**src/rtl/branch_predictor.sv**
```systemverilog
`default_nettype none
// ============================================================================
//  Module      : branch_predictor
//  Description : Dynamic branch predictor for the 5-stage RISC-V pipeline.
//                Direct-mapped table of saturating counters plus branch
//                targets. The table is looked up combinationally in IF with
//                pc_i and trained when a branch resolves in ID. Saturating
//                performance counters track resolved branches and
//                mispredictions.
//
//  Optional    : `define BP_TAG_EN adds a per-entry tag array. Lookups and
//                updates then require a tag match. Without it, every PC that
//                aliases to an index shares that entry.
//
//  Parameters  : ADDR_W  - PC / target width
//                ENTRIES - table entries (power of 2, >= 2)
//                CNT_W   - saturating counter width (>= 1)
//                TAG_W   - tag width (used only with BP_TAG_EN)
//                PERF_W  - performance counter width
//
//  Ports       : clk_i, rst_i (async, active-high), clear_i (sync invalidate)
//                Lookup : pc_i -> hit_o, pred_taken_o, pred_target_o
//                Update : upd_valid_i, upd_pc_i, upd_taken_i, upd_target_i,
//                         upd_pred_taken_i, upd_pred_target_i
//                Status : mispredict_o (combinational), branch_cnt_o,
//                         miss_cnt_o
//
//  Revision    : 1.0 - initial release
// ============================================================================

module branch_predictor #(
    parameter int ADDR_W  = 32,
    parameter int ENTRIES = 64,
    parameter int CNT_W   = 2,
    parameter int TAG_W   = 8,
    parameter int PERF_W  = 32
) (
    input  logic              clk_i,
    input  logic              rst_i,
    input  logic              clear_i,
    // IF-stage lookup
    input  logic [ADDR_W-1:0] pc_i,
    output logic              pred_taken_o,
    output logic [ADDR_W-1:0] pred_target_o,
    output logic              hit_o,
    // ID-stage resolution
    input  logic              upd_valid_i,
    input  logic [ADDR_W-1:0] upd_pc_i,
    input  logic              upd_taken_i,
    input  logic [ADDR_W-1:0] upd_target_i,
    input  logic              upd_pred_taken_i,
    input  logic [ADDR_W-1:0] upd_pred_target_i,
    // status
    output logic              mispredict_o,
    output logic [PERF_W-1:0] branch_cnt_o,
    output logic [PERF_W-1:0] miss_cnt_o
);

    // ------------------------------------------------------------------------
    // Derived constants
    // ------------------------------------------------------------------------
    localparam int c_idx_w = $clog2(ENTRIES);

    localparam logic [CNT_W-1:0] c_cnt_max     = {CNT_W{1'b1}};
    localparam logic [CNT_W-1:0] c_cnt_one     = CNT_W'(1);
    // Only the MSB set: the weakest "taken" value, 2^(CNT_W-1).
    localparam logic [CNT_W-1:0] c_cnt_weak_t  = c_cnt_max ^ (c_cnt_max >> 1);
    // One below weakly-taken; collapses to 0 for a 1-bit counter.
    localparam logic [CNT_W-1:0] c_cnt_weak_nt = c_cnt_weak_t - c_cnt_one;

    localparam logic [PERF_W-1:0] c_perf_max   = {PERF_W{1'b1}};
    localparam logic [PERF_W-1:0] c_perf_one   = PERF_W'(1);

`ifdef BP_TAG_EN
    localparam int c_used_hi = c_idx_w + TAG_W + 1;
`else
    localparam int c_used_hi = c_idx_w + 1;
    localparam int c_unused_tag_w = TAG_W;
`endif

    // ------------------------------------------------------------------------
    // Table storage
    // ------------------------------------------------------------------------
    logic [ENTRIES-1:0] r_valid;
    logic [CNT_W-1:0]   r_cnt [ENTRIES];
    logic [ADDR_W-1:0]  r_tgt [ENTRIES];

    logic [PERF_W-1:0]  r_branch_cnt;
    logic [PERF_W-1:0]  r_miss_cnt;

    // ------------------------------------------------------------------------
    // Index / tag extraction (same rule for lookup and update)
    // ------------------------------------------------------------------------
    logic [c_idx_w-1:0] w_lkp_idx;
    logic [c_idx_w-1:0] w_upd_idx;
    logic               w_lkp_hit;
    logic               w_upd_hit;

    assign w_lkp_idx = pc_i[c_idx_w+1:2];
    assign w_upd_idx = upd_pc_i[c_idx_w+1:2];

`ifdef BP_TAG_EN
    logic [TAG_W-1:0] r_tag [ENTRIES];
    logic [TAG_W-1:0] w_lkp_tag;
    logic [TAG_W-1:0] w_upd_tag;

    assign w_lkp_tag = pc_i[c_idx_w+TAG_W+1:c_idx_w+2];
    assign w_upd_tag = upd_pc_i[c_idx_w+TAG_W+1:c_idx_w+2];

    assign w_lkp_hit = r_valid[w_lkp_idx] & (r_tag[w_lkp_idx] == w_lkp_tag);
    // A tag mismatch on update is a miss: the occupant is not trained and
    // is only replaced if the resolving branch was taken.
    assign w_upd_hit = r_valid[w_upd_idx] & (r_tag[w_upd_idx] == w_upd_tag);
`else
    assign w_lkp_hit = r_valid[w_lkp_idx];
    assign w_upd_hit = r_valid[w_upd_idx];
`endif

    // PC bits that do not participate in index/tag selection.
    logic w_unused_pc_bits;
    assign w_unused_pc_bits = ^{pc_i[ADDR_W-1:c_used_hi+1], pc_i[1:0],
                                upd_pc_i[ADDR_W-1:c_used_hi+1], upd_pc_i[1:0]};

    // ------------------------------------------------------------------------
    // Lookup: pure read of the current table, no bypass of a same-cycle update
    // ------------------------------------------------------------------------
    assign hit_o         = w_lkp_hit;
    assign pred_taken_o  = w_lkp_hit & r_cnt[w_lkp_idx][CNT_W-1];
    assign pred_target_o = pred_taken_o ? r_tgt[w_lkp_idx] : '0;

    // ------------------------------------------------------------------------
    // Misprediction: wrong direction, or right "taken" with a wrong target
    // ------------------------------------------------------------------------
    logic w_dir_wrong;
    logic w_tgt_wrong;

    assign w_dir_wrong  = upd_pred_taken_i != upd_taken_i;
    assign w_tgt_wrong  = upd_taken_i & upd_pred_taken_i &
                          (upd_pred_target_i != upd_target_i);
    assign mispredict_o = upd_valid_i & (w_dir_wrong | w_tgt_wrong);

    // ------------------------------------------------------------------------
    // Update decode
    // ------------------------------------------------------------------------
    logic [CNT_W-1:0] w_cnt_cur;
    logic [CNT_W-1:0] w_cnt_next;
    logic             w_tbl_we;   // valid/counter write
    logic             w_tgt_we;   // target (and tag) write

    assign w_cnt_cur = r_cnt[w_upd_idx];

    always_comb begin
        w_cnt_next = w_cnt_cur;
        if (w_upd_hit) begin
            if (upd_taken_i) begin
                if (w_cnt_cur != c_cnt_max) begin
                    w_cnt_next = w_cnt_cur + c_cnt_one;
                end
            end else begin
                if (w_cnt_cur != '0) begin
                    w_cnt_next = w_cnt_cur - c_cnt_one;
                end
            end
        end else begin
            // Fresh allocation starts weakly taken.
            w_cnt_next = c_cnt_weak_t;
        end
    end

    // A missed not-taken branch leaves the table alone; clear_i drops the
    // table effect of a simultaneous update.
    assign w_tbl_we = upd_valid_i & ~clear_i & (w_upd_hit | upd_taken_i);
    // Both a taken hit and a taken allocation record the target.
    assign w_tgt_we = upd_valid_i & ~clear_i & upd_taken_i;

    // ------------------------------------------------------------------------
    // Valid bits and counters
    // ------------------------------------------------------------------------
    always_ff @(posedge clk_i or posedge rst_i) begin
        if (rst_i) begin
            r_valid <= '0;
            for (int i = 0; i < ENTRIES; i++) begin
                r_cnt[i] <= c_cnt_weak_nt;
            end
        end else if (clear_i) begin
            r_valid <= '0;
            for (int i = 0; i < ENTRIES; i++) begin
                r_cnt[i] <= c_cnt_weak_nt;
            end
        end else if (w_tbl_we) begin
            r_valid[w_upd_idx] <= 1'b1;
            r_cnt[w_upd_idx]   <= w_cnt_next;
        end
    end

    // ------------------------------------------------------------------------
    // Targets (and tags) carry no reset: they are meaningless while the
    // matching valid bit is clear.
    // ------------------------------------------------------------------------
    always_ff @(posedge clk_i) begin
        if (w_tgt_we) begin
            r_tgt[w_upd_idx] <= upd_target_i;
`ifdef BP_TAG_EN
            r_tag[w_upd_idx] <= w_upd_tag;
`endif
        end
    end

    // ------------------------------------------------------------------------
    // Performance counters: saturate, never wrap, unaffected by clear_i
    // ------------------------------------------------------------------------
    always_ff @(posedge clk_i or posedge rst_i) begin
        if (rst_i) begin
            r_branch_cnt <= '0;
            r_miss_cnt   <= '0;
        end else begin
            if (upd_valid_i && (r_branch_cnt != c_perf_max)) begin
                r_branch_cnt <= r_branch_cnt + c_perf_one;
            end
            if (mispredict_o && (r_miss_cnt != c_perf_max)) begin
                r_miss_cnt <= r_miss_cnt + c_perf_one;
            end
        end
    end

    assign branch_cnt_o = r_branch_cnt;
    assign miss_cnt_o   = r_miss_cnt;

endmodule

`default_nettype wire

```
**config.mk**
```make
export PLATFORM = sky130hd
export DESIGN_NAME = branch_predictor
export DESIGN_NICKNAME = d
export VERILOG_FILES = /design/src/rtl/branch_predictor.sv
export SDC_FILE = /design/constraint.sdc
export NUM_CORES = 2
export LEC_CHECK = 0
export ABC_AREA = 1
export CORE_AREA = 5 5 461 463
export DETAILED_ROUTE_END_ITERATION = 7
export DIE_AREA = 0 0 466 468
export PLACE_DENSITY = 0.69
export SYNTH_ARGS = -nofsm -noshare
export SYNTH_HDL_FRONTEND = slang
export SYNTH_SLANG_ARGS = --single-unit
```
**constraint.sdc**
```tcl
create_clock -name clk_i -period 20.2 [get_ports clk_i]
set_input_delay 5.05 -clock clk_i [delete_from_list [all_inputs] [get_ports clk_i]]
set_output_delay 5.05 -clock clk_i [all_outputs]
set_load 0.01 [all_outputs]
```
==> impl_metrics.yaml <==
final_layout:
  ff_latch_area_um2: 68000
  area_growth_pct: 12.0
  drive_above_1_share_pct: 7.82
  fin_cells: 11700
  nets: 8806
  multi_input_area_um2: 26100
  n_fill_cell: 17400
  final_util_pct: 52.3
setup_path:
  critPathSlowestCell: "o311ai_0"
  path_cells: "buf_8, inv_8, buf_4, buf_4, a21oi_1, o311ai_0, nand2_1, nand2_1, nand2_1, nor2_1, clkdlybuf4s50_1"
  arrival_ps: 9990
  cp-start-kind: "input pin"
  critPathMaxStageDelay_ps: 1290
  cp_max_fo: 95
  path_class: "in -> out"
  crit_required_ps: 15150
  crit_path_end_kind: "output pin"
  path_common_cell: "nand2_1"
drt:
  vias_per_cell: 6.00
  drtIter0Drc: 9407
  first_pass_iters: 6
  vias: 70000
  wl_per_cell_um: 25.5
  route.detailed.drc: 0
  ant_nets: 0
  routed_wl_um: 298000
place:
  hpwl_um: 158000
  gp_congestion: 0.886
  dp_slack_ps: 5260
  post-place-cells: 11300
  numPortBuffers: 180
grt:
  track_usage_pct: 26.6
  antenna_found_initial: 20
  grt_pass1_wl_um: 433000
  grt_max_degree: 223
  grt_pass1_vias: 66900
  grt-ovfl-total: 0
yosys:
  synth_flop_cell: "edfxtp_1"
  syn-num-nets: 8803
  ys_ff_latch: 2304
  yosysUniqueCellTypes: 37
  ys_warn_count: 0
  synth_cells: 8666
  synthArstFlopShare_pct: 11.1
  syn-cell-area_um2: 97300
  synth-seq-area-share_pct: 69.9
  synth_edf_count: 2048
  synth_area_per_cell_um2: 11.2
die:
  core_um2: 208000
  die_area_um2: 218000
  ios: 233
  die_y_um: 468
  rows: 168
  initial_core_util_pct: 46.7
  die_x_um: 466
sta:
  fin_crit_ps: 15040
  max_clock_freq_mhz: 66.5
  setup-violations-final: 0
  worst_slew_pin_slew_ps: 1540
  hold_violations: 0
  rsz0062_at_grt: "false"
  final_max_slew_viol_count: 2
  finalCritPeriodShare_pct: 74.5
  worst_hold_slack_ps: 500
  slew_headroom_pct: -4.26
  worst_slack_ps: 5160
  skew_ps: 48.9
  final.setup.tns_ps: 0
clock_tree:
  cts.sinks: 2304
  clkTransAtPathRegs_ps: 60
  ctsResizeCount: 0
  cts_root_buf: "clkbuf_16"
  cts_buffers: 218
  cts_max_level: 4
  cts_tree: "built"
  post_cts_buffers: 0
  cts_hold_buf: 0
  clock_path_buffers: 3
  clk_latency_ps: 880
power_and_ir_drop:
  p_leak_nw: 38.6
  peakVddDrop_mv: 0.0776
  p_per_area_nw_per_um2: 92.6
run:
  maxCapViolCount: 1
status:
  status: "finished with violations"
  violations: "max-capacitance violations, max-slew violations"
hold_path:
  min_path_type: "reg -> reg"
[power by group]
part / switching [W] / total [W] / leakage (nW) / internal, W
Sequential: 0.0000273 / 0.00524 / 21.7 / 0.00522
Clock: 0.00181 / 0.00412 / 3.48 / 0.00231
Combinational: 0.000530 / 0.000726 / 13.4 / 0.000196
Total: 0.00237 / 0.0101 / 38.6 / 0.00772
[through the flow]
step                      power (W)  cell area [um^2]
final                        0.0101            109000
after global routing         0.0104            109000
after CTS                    0.0101            109000
after detailed placement    0.00605            102000
after global placement      0.00604            102000
after floorplan             0.00572             97300
[critical path, delay by kind of cell]
family	cells	cell delay, ps
AO/OA/AOI/OAI	2	1370
buffers and inverters	5	3040
AND/OR/NAND/NOR	4	420
[synthesized netlist by cell type (2+ instances only)]
master	count	area [um^2]
nand2_1	2107	7910
edfxtp_1	2048	61500
nand3_1	1042	5220
nor2_1	838	3150
o21ai_0	685	3430
a21oi_1	279	1400
inv_1	275	1030
clkbuf_1	264	991
buf_2	211	1060
dfrtp_1	192	4800
o221ai_1	191	1670
dfstp_2	64	1680
o311ai_0	57	499
buf_1	56	210
xnor2_1	51	447
nor3_1	45	225
a22o_1	38	333
xor2_1	37	324
a221oi_1	34	298
buf_4	29	218
o22ai_1	21	131
buf_6	18	203
nand4_1	17	106
o211ai_1	16	120
nor4_1	12	75.1
clkinv_1	8	30.0
nand3b_1	8	60.1
o21ai_1	5	25.0
inv_2	4	15.0
nor3b_1	4	30.0
ha_1	3	37.5
nor2_2	2	12.5
[registers in the layout, indices dropped and copies added, names as in the netlist]
register	cells
miss_cnt_o	32
r_cnt	128
branch_cnt_o	32
r_tgt	2048
r_valid	64
[placed cells by master, fill, tap and decap left out, types with 5 or more instances in the layout]
master and instances:
a22o_1 38, edfxtp_1 2048, a21oi_1 278, buf_4 175, bufinv_16 22, clkinv_2 42, clkinv_8 5, clkbuf_8 10
buf_12 8, inv_1 270, o21ai_1 5, a221oi_1 34, clkbuf_16 219, xnor2_1 51, nand4_1 17, nor2_1 775
o211ai_1 16, o311ai_0 53, inv_6 5, nand3_1 1040, buf_2 33, o221ai_1 191, nand3b_1 8, nor2_4 62
dfstp_2 64, xor2_1 37, clkbuf_1 39, clkinv_1 54, clkdlybuf4s50_1 141, o21ai_0 685, o22ai_1 21, nor4_1 12
clkinvlp_4 15, nand2_1 2105, dfrtp_1 192, nor3_1 42
[metal layers]
metal	share of wire, %	vias up	GRT usage [%]
met5	0.014	-	0
met4	4.9	6	12.4
met3	11	713	5.00
met2	46	4259	42.5
met1	38	34300	35.6
li1	-	30700	-
[area by class of cell]
cell class | count | area share (%)
Clock buffer | 267 | 5.28
Tap cell | 2805 | 3.22
Inverter | 288 | 1.03
Clock inverter | 141 | 1.33
Multi-Input combinational cell | 5496 | 23.9
Sequential cell | 2304 | 62.4
Antenna cell | 4 | 0.00918
Timing Repair Buffer | 361 | 2.85
[kinds of logic after synthesis]
| group | after synthesis | synth area share [%] |
|---|---|---|
| buffers and inverters | 866 | 3.87 |
| flip-flops | 2304 | 69.9 |
| AND/OR/NAND/NOR | 4078 | 17.3 |
| adder cells (fa/ha/maj) | 3 | 0.0386 |
| XOR/XNOR | 88 | 0.792 |
| AO/OA/AOI/OAI | 1327 | 8.13 |
[path summary, 6_finish.rpt]
kind / from / slack (ps) / to / depth (start not counted)
max: pc_i[4] / 5160 / pred_target_o[11] / 11
min: r_valid[22] / 500 / r_valid[22] / 2
max reg2reg: r_valid[2] / 16340 / r_cnt[58] / 15
min reg2reg: r_valid[22] / 500 / r_valid[22] / 2
max in group asynchronous: rst_i / 13790 / r_cnt[29] / 3
min in group asynchronous: rst_i / 4670 / miss_cnt_o[16] / 2
No activity file was read; power rests on OpenSTA's default activity.
